`src/rtl/mem_arb_pkg.sv`:
```
// Shared types for the fetch/data memory port arbiter.
// Optional round-robin tie-breaking is selected with MEM_ARB_RR_EN.
package mem_arb_pkg;

  typedef enum logic [1:0] {
    IDLE   = 2'd0,
    ACCESS = 2'd1,
    DONE   = 2'd2
  } state_e;

  localparam logic GNT_IF = 1'b0;
  localparam logic GNT_DM = 1'b1;

endpackage

```
`src/rtl/mem_arb_pick.sv`:
```
// Combinational winner selection between fetch and data requests.
// MEM_ARB_RR_EN defined: ties go to the side that lost last time; otherwise data always wins.
module mem_arb_pick
  import mem_arb_pkg::*;
(
  input  logic if_req_i,
  input  logic dm_req_i,
  input  logic last_gnt_i,
  output logic any_req_o,
  output logic gnt_o
);

  assign any_req_o = if_req_i | dm_req_i;

  always_comb begin
    gnt_o = GNT_DM;
`ifdef MEM_ARB_RR_EN
    if (if_req_i && dm_req_i) begin
      gnt_o = (last_gnt_i == GNT_DM) ? GNT_IF : GNT_DM;
    end else if (if_req_i) begin
      gnt_o = GNT_IF;
    end
`else
    if (if_req_i && !dm_req_i) begin
      gnt_o = GNT_IF;
    end
`endif
  end

`ifndef MEM_ARB_RR_EN
  // Fixed priority has no use for history.
  logic unused_last_gnt;
  assign unused_last_gnt = last_gnt_i;
`endif

endmodule

```
`src/rtl/mem_port_arbiter.sv`:
```
// Single-ported memory arbiter between fetch and data stages: IDLE -> ACCESS -> DONE.
// Define MEM_ARB_RR_EN for round-robin tie-breaking (default: data has fixed priority).
module mem_port_arbiter
  import mem_arb_pkg::*;
#(
  parameter int ADDR_W = 32,
  parameter int DATA_W = 32
) (
  input  logic                clk_i,
  input  logic                rst_n_i,
  input  logic                if_req_i,
  input  logic [ADDR_W-1:0]   if_addr_i,
  output logic                if_ack_o,
  output logic [DATA_W-1:0]   if_rdata_o,
  input  logic                dm_req_i,
  input  logic                dm_we_i,
  input  logic [DATA_W/8-1:0] dm_be_i,
  input  logic [ADDR_W-1:0]   dm_addr_i,
  input  logic [DATA_W-1:0]   dm_wdata_i,
  output logic                dm_ack_o,
  output logic [DATA_W-1:0]   dm_rdata_o,
  output logic                ram_req_o,
  output logic                ram_we_o,
  output logic [DATA_W/8-1:0] ram_be_o,
  output logic [ADDR_W-1:0]   ram_addr_o,
  output logic [DATA_W-1:0]   ram_wdata_o,
  input  logic                ram_ack_i,
  input  logic [DATA_W-1:0]   ram_rdata_i,
  output logic [1:0]          state_o
);

  localparam int BE_W = DATA_W / 8;

  // Handshake: a requester holds req high until its ack pulses; ram_req_o is
  // held with a constant payload until ram_ack_i, which is only honoured in ACCESS.

  state_e              state_q, state_d;
  logic                gnt_q, gnt_d;
  logic                ram_req_q, ram_req_d;
  logic                ram_we_q, ram_we_d;
  logic [BE_W-1:0]     ram_be_q, ram_be_d;
  logic [ADDR_W-1:0]   ram_addr_q, ram_addr_d;
  logic [DATA_W-1:0]   ram_wdata_q, ram_wdata_d;
  logic                if_ack_q, if_ack_d;
  logic                dm_ack_q, dm_ack_d;
  logic [DATA_W-1:0]   if_rdata_q, if_rdata_d;
  logic [DATA_W-1:0]   dm_rdata_q, dm_rdata_d;

  logic any_req;
  logic pick_gnt;

  // gnt_q keeps the previous winner until the next grant, so it doubles as history.
  mem_arb_pick u_pick (
    .if_req_i   (if_req_i),
    .dm_req_i   (dm_req_i),
    .last_gnt_i (gnt_q),
    .any_req_o  (any_req),
    .gnt_o      (pick_gnt)
  );

  always_comb begin
    state_d     = state_q;
    gnt_d       = gnt_q;
    ram_req_d   = ram_req_q;
    ram_we_d    = ram_we_q;
    ram_be_d    = ram_be_q;
    ram_addr_d  = ram_addr_q;
    ram_wdata_d = ram_wdata_q;
    if_ack_d    = 1'b0;
    dm_ack_d    = 1'b0;
    if_rdata_d  = '0;
    dm_rdata_d  = '0;
    case (state_q)
      IDLE: begin
        if (any_req) begin
          state_d   = ACCESS;
          gnt_d     = pick_gnt;
          ram_req_d = 1'b1;
          if (pick_gnt == GNT_DM) begin
            ram_we_d    = dm_we_i;
            ram_be_d    = dm_be_i;
            ram_addr_d  = dm_addr_i;
            ram_wdata_d = dm_wdata_i;
          end else begin
            ram_we_d    = 1'b0;
            ram_be_d    = '0;
            ram_addr_d  = if_addr_i;
            ram_wdata_d = '0;
          end
        end
      end
      ACCESS: begin
        if (ram_ack_i) begin
          state_d   = DONE;
          ram_req_d = 1'b0;
          if (gnt_q == GNT_DM) begin
            dm_ack_d   = 1'b1;
            dm_rdata_d = ram_we_q ? '0 : ram_rdata_i;
          end else begin
            if_ack_d   = 1'b1;
            if_rdata_d = ram_rdata_i;
          end
        end
      end
      DONE: begin
        state_d = IDLE;
      end
      default: begin
        state_d   = IDLE;
        ram_req_d = 1'b0;
      end
    endcase
  end

  always_ff @(posedge clk_i or negedge rst_n_i) begin
    if (!rst_n_i) begin
      state_q     <= IDLE;
      gnt_q       <= GNT_DM;
      ram_req_q   <= 1'b0;
      ram_we_q    <= 1'b0;
      ram_be_q    <= '0;
      ram_addr_q  <= '0;
      ram_wdata_q <= '0;
      if_ack_q    <= 1'b0;
      dm_ack_q    <= 1'b0;
      if_rdata_q  <= '0;
      dm_rdata_q  <= '0;
    end else begin
      state_q     <= state_d;
      gnt_q       <= gnt_d;
      ram_req_q   <= ram_req_d;
      ram_we_q    <= ram_we_d;
      ram_be_q    <= ram_be_d;
      ram_addr_q  <= ram_addr_d;
      ram_wdata_q <= ram_wdata_d;
      if_ack_q    <= if_ack_d;
      dm_ack_q    <= dm_ack_d;
      if_rdata_q  <= if_rdata_d;
      dm_rdata_q  <= dm_rdata_d;
    end
  end

  assign if_ack_o    = if_ack_q;
  assign if_rdata_o  = if_rdata_q;
  assign dm_ack_o    = dm_ack_q;
  assign dm_rdata_o  = dm_rdata_q;
  assign ram_req_o   = ram_req_q;
  assign ram_we_o    = ram_we_q;
  assign ram_be_o    = ram_be_q;
  assign ram_addr_o  = ram_addr_q;
  assign ram_wdata_o = ram_wdata_q;
  assign state_o     = state_q;

endmodule

```
`config.mk`:
```
export PLATFORM = sky130hd
export DESIGN_NAME = mem_port_arbiter
export DESIGN_NICKNAME = d
export VERILOG_FILES = /design/src/rtl/mem_arb_pkg.sv /design/src/rtl/mem_arb_pick.sv /design/src/rtl/mem_port_arbiter.sv
export SDC_FILE = /design/constraint.sdc
export NUM_CORES = 1
export LEC_CHECK = 0
export BUFFER_PORTS_ARGS = -buffer_cell sky130_fd_sc_hd__buf_2
export CAP_MARGIN = 20
export CORE_ASPECT_RATIO = 1.25
export CORE_UTILIZATION = 30
export CTS_CLUSTER_SIZE = 25
export DETAILED_ROUTE_END_ITERATION = 8
export PLACE_DENSITY = 0.65
export SYNTH_ARGS = -nofsm -noshare
export SYNTH_HDL_FRONTEND = slang
export SYNTH_HIERARCHICAL = 1
export SYNTH_SLANG_ARGS = --single-unit
```
`constraint.sdc`:
```
create_clock -name clk_i -period 2.1 [get_ports clk_i]
set_clock_uncertainty 0.1 [all_clocks]
set_input_delay 0.21 -clock clk_i [delete_from_list [all_inputs] [get_ports clk_i]]
set_output_delay 0.21 -clock clk_i [all_outputs]
set_load 0.03 [all_outputs]
```
* Word-level counts from Yosys, hierarchy flattened *
Index checks and enable logic that the tools add are counted.

storage, ports and cells
  input bits = 138
  output and inout bits = 138
  bits in registers = 139
  logic and storage cells = 47

operators by class
  mux-type cells = 24
  bitwise gates (word level) = 2
  reductions and logical operators = 6
  equal/unequal tests = 4

operator list
  operator                                                          number
  32-bit two-way mux                                                9
  1-bit two-way mux                                                 10
  2-bit two-way mux                                                 2
  4-bit two-way mux                                                 1
  2-bit != test (second input constant)                             2
  2-bit one-hot mux with 2 select lines                             1
  2-bit AND reduction                                               2
  1-bit one-hot mux with 3 select lines                             1
  3-bit AND reduction                                               1
  2-bit by 1-bit == test with 1-bit output (second input constant)  1
  2-bit == test (second input constant)                             1
  2-bit logical NOT                                                 1
  1-bit logical AND                                                 1
  1-bit logical NOT                                                 1
  1-bit inverter                                                    1
  1-bit OR                                                          1

* Depth between registers and ports, before layout *
  depth in word-level cells = 4
  depth in mapped cells = 6
  depth with buffers taken out = 4

* Modules after synthesis *
Netlist, hierarchy kept.

by module, submodules not included
  module            seq. area each (um^2)  times used  cells an instance  area each (um^2)
  mem_port_arbiter  3479.6                 1           456                5278.8
  mem_arb_pick      0.0                    1           2                  12.5

* Worst setup path after synthesis *
Ideal clock, no wire load.

  path type = register to register
  start = reg state_q[0] (netlist: state_o[0])
  end = reg ram_addr_q[10] (netlist: ram_addr_o[10])
  clock period less this slack = 1.585 ns
  setup slack = 0.515 ns
  cell stages (with the launch flop) = 6
  data required time = 1.868 ns
  path buffers = 2
  library setup time = 0.132 ns
  arrival time = 1.353 ns
  cell sequence = dfrtp_1 or3b_4 buf_6 buf_6 nand2_1 o21ai_1

between the ends
  word-level cells in the longest chain between the ends = 2

ends and longest elaborated chain
  element                               RTL line                 text
  from (decl)                           mem_port_arbiter.sv:37   state_e state_q, state_d;
  from (signal assigned)                mem_port_arbiter.sv:129  state_q <= state_d;
  2-bit logical NOT                     mem_port_arbiter.sv:73   case (state_q)
  2-bit AND reduction (no source line)  n/a
  to (signal assigned)                  mem_port_arbiter.sv:134  ram_addr_q <= ram_addr_d;
  to (decl)                             mem_port_arbiter.sv:42   logic [ADDR_W-1:0] ram_addr_q, ram_addr_d;

No other way between the ends.
A chain may end at the register's enable or synchronous reset.

* Final worst setup path *
  start = reg state_q[1] (netlist: state_o[1])
  end = reg dm_rdata_q[2] (netlist: dm_rdata_o[2])

between the ends
  word-level cells in the longest chain between the ends = 2

ends and longest elaborated chain
  element                                   RTL line                 text
  2-bit by 1-bit == test with 1-bit output  mem_port_arbiter.sv:73
  32-bit two-way mux                        mem_port_arbiter.sv:73
  named net dm_rdata_d[2]                   mem_port_arbiter.sv:47   logic [DATA_W-1:0] dm_rdata_q, dm_rdata_d;
  to (signal assigned)                      mem_port_arbiter.sv:139  dm_rdata_q <= dm_rdata_d;
  to (decl)                                 mem_port_arbiter.sv:47

The timed path passes the listed nets, and every way through them passes these cells.

==> flow_summary.json <==
{
  "status": "finished clean",
  "path_max_fanout": 32,
  "finalSetupTns_ps": 0,
  "setup_viol_count_final": 0,
  "yosys_most_used_dff": "dfrtp_1",
  "drt_iter0_markers": 171,
  "finalWorstSetupSlack_ps": 490,
  "synthesis.area_mm2": 0.00529,
  "grt_use_total": 0.179,
  "hold_violations": 0,
  "routed_via_density": 4.32,
  "synthTopCellsByArea": "dfrtp_1 65%, nand2_1 7.7%, and2_1 7.7%",
  "cts_max_path_buffers": 2,
  "reg2regPathDepth": 4,
  "seq_area_frac_synth": 0.658,
  "fin_crit_sh": 0.767,
  "grt_pass1_wl_mm": 24.7,
  "die_area_mm2": 0.0182,
  "synthTopCellsByCount": "138 x dfrtp_1, 109 x nand2_1, 65 x and2_1, 38 x nand3_1, 33 x mux2i_1",
  "core_area_mm2": 0.0170,
  "peakVddDrop_mv": 0.499,
  "syn_inst": 458,
  "holdPathEnd": "ram_addr_o[27]$_DFFE_PN0P_",
  "cts_tree": "built",
  "drive_gt1_frac": 0.384,
  "hold_start": "if_addr_i[27]",
  "holdPathStages": 3,
  "drv_slew": 0,
  "multiInputGateArea_mm2": 0.00162,
  "fin_crit_ps": 1610,
  "yosys.area.top_type": "dfrtp_1",
  "dpl.hpwl_mm": 9.92,
  "critPathArrivalTime_ps": 1850,
  "yosys_warnings": 6,
  "start_kind": "register",
  "routed_wl_mm": 16.0,
  "row_count": 53,
  "cts.repair.resized": 0,
  "area_delta_synth_final_pct": 65.8,
  "async_flop_share": 1.00,
  "worst_pin_slew_ps": 459,
  "synth-edff-count": 0,
  "die_h_um": 150,
  "synth_top_area_share": 0.653,
  "clkPwrFrac": 0.294,
  "io-pin-count": 276,
  "nets": 1003,
  "syn-num-nets": 596,
  "cp_data_required_time_ps": 2340,
  "synth.distinct_cells": 25,
  "grt_setup_unrepaired": "false",
  "hold_buffers": 127,
  "gp_congestion": 0.702,
  "cts_sinks": 139,
  "drc": 0,
  "grt_overflow": 0,
  "antenna_found_initial": 0,
  "n_fill_cell": 1493,
  "max_slew_margin": 0.694,
  "end_kind": "register",
  "clock-root-buffer": "clkbuf_16",
  "r2r_end": "dm_rdata_o[2]$_DFF_PN0_",
  "clk_latency_ps": 410,
  "clk_pin_slew_ps": 60,
  "switching_share": 0.374,
  "dieWidth_um": 121,
  "switchingPower_mw": 3.53,
  "antenna_cells": 0,
  "regArea_mm2": 0.00348,
  "grt_pass1_vias": 4842,
  "path_class": "reg -> reg",
  "avgRoutedWirePerCell_um": 14.6,
  "p_leak_nw": 4.90,
  "power_density_mw_per_mm2": 1070,
  "post-place-ws_ps": 492,
  "yosysMostFrequentCell": "dfrtp_1",
  "vias": 4732,
  "power.share.sequential": 0.375,
  "ys_ff_latch": 139,
  "cts_made_buffers": 17,
  "hold_class": "in -> reg",
  "cap_violations": 0,
  "cts_max_level": 4,
  "start_util": 0.310,
  "syn_avg_cell_area_um2": 11.6,
  "clock.fmax_mhz": 621,
  "r2r-start": "state_o[1]$_DFFE_PN0P_",
  "postRouteAntennaNets": 0,
  "p_int_mw": 5.90,
  "grt_start_max_net_pins": 45,
  "numPortBuffers": 275,
  "comb_power_share": 0.330,
  "first_pass_iters": 4,
  "rrSetupSlack_ps": 490,
  "post_cts_buffers": 0
}
-- per-layer routing --
layer,part of all wire,vias up,track usage
met4,0.023,0,0.0741
met2,0.54,171,0.325
met5,0,-,0
met3,0.055,26,0.0462
li1,-,2294,-
met1,0.39,2241,0.197
-- power by group through the flow --
stage,combinational [mW],clock (mW),sequential (mW)
2_1_floorplan,0.768,0,4.70
3_3_place_gp,2.88,0,3.57
3_5_place_dp,2.92,0,3.57
4_1_cts,3.12,2.86,3.54
5_1_grt,3.34,2.98,3.61
6_report,3.11,2.78,3.54
-- layout make-up --
class / count / area share
tap: 220 / 0.0314
multi-input combinational: 287 / 0.184
timing repair buffer: 417 / 0.324
sequential: 139 / 0.397
clock inverter: 13 / 0.0140
inverter: 3 / 0.00128
clock buffer: 17 / 0.0485
-- critical path: stages, from the launching register on --
cell	delay, ps
dfrtp_1	450
nand3b_1	280
nor3b_2	190
buf_4	320
and2_1	190
-- placed cells by master, fill, tap and decap left out --
master,count
or3b_4,1
o21ai_0,1
a21oi_1,1
and2_1,65
o21ai_2,10
buf_4,9
inv_6,3
nand2b_4,1
o21ai_1,22
nand3b_1,1
nor2_1,1
buf_2,274
nand3_1,38
or2_1,1
dfstp_2,1
mux2i_1,33
buf_12,6
clkinvlp_4,1
nor3b_2,2
nand2_1,109
inv_1,3
nor2_2,1
buf_6,1
dlygate4sd3_1,127
clkbuf_16,17
bufinv_16,1
clkinv_4,5
dfrtp_1,138
clkinv_2,3
-- state kept, by name (all words and copies together) (netlist names) --
signal	flops
ram_req_o	1
state_o	2
if_ack_o	1
gnt_q	1
dm_rdata_o	32
ram_addr_o	32
ram_we_o	1
if_rdata_o	32
ram_wdata_o	32
dm_ack_o	1
ram_be_o	4
-- metrics by stage --
stage          power (mW)  cells  area [um^2]   util  hold WS (ps)
3_5_place_dp         6.50    939         6950  0.408          61.6
2_1_floorplan        5.47    458         5290      -          -186
4_1_cts              9.52   1096         8770  0.515         0.878
3_3_place_gp         6.45    939         6950  0.408          60.2
6_report             9.43   1096         8770  0.515          14.4
5_1_grt              9.93   1096         8770  0.515          12.7
-- worst max-delay path by stage --
stage | startpoint | to | slack (ps) | cells after the start
2_1_floorplan | state_o[0]$_DFFE_PN0P_ | ram_addr_o[10]$_DFFE_PN0P_ | 510 | 5
3_3_place_gp | if_req_i | ram_addr_o[8]$_DFFE_PN0P_ | 510 | 6
3_5_place_dp | if_req_i | ram_addr_o[8]$_DFFE_PN0P_ | 490 | 6
4_1_cts | state_o[1]$_DFFE_PN0P_ | dm_rdata_o[2]$_DFF_PN0_ | 480 | 4
5_1_grt | state_o[1]$_DFFE_PN0P_ | dm_rdata_o[27]$_DFF_PN0_ | 400 | 4
6_report | state_o[1]$_DFFE_PN0P_ | dm_rdata_o[2]$_DFF_PN0_ | 490 | 4
-- logic make-up after synthesis --
logic type	after synthesis	synth area share
flip-flops	139	0.658
multiplexers	33	0.0624
buffers and inverters	32	0.0390
AND/OR/NAND/NOR	220	0.202
AO/OA/AOI/OAI	34	0.0393
(Power assumes the default switching activity.)
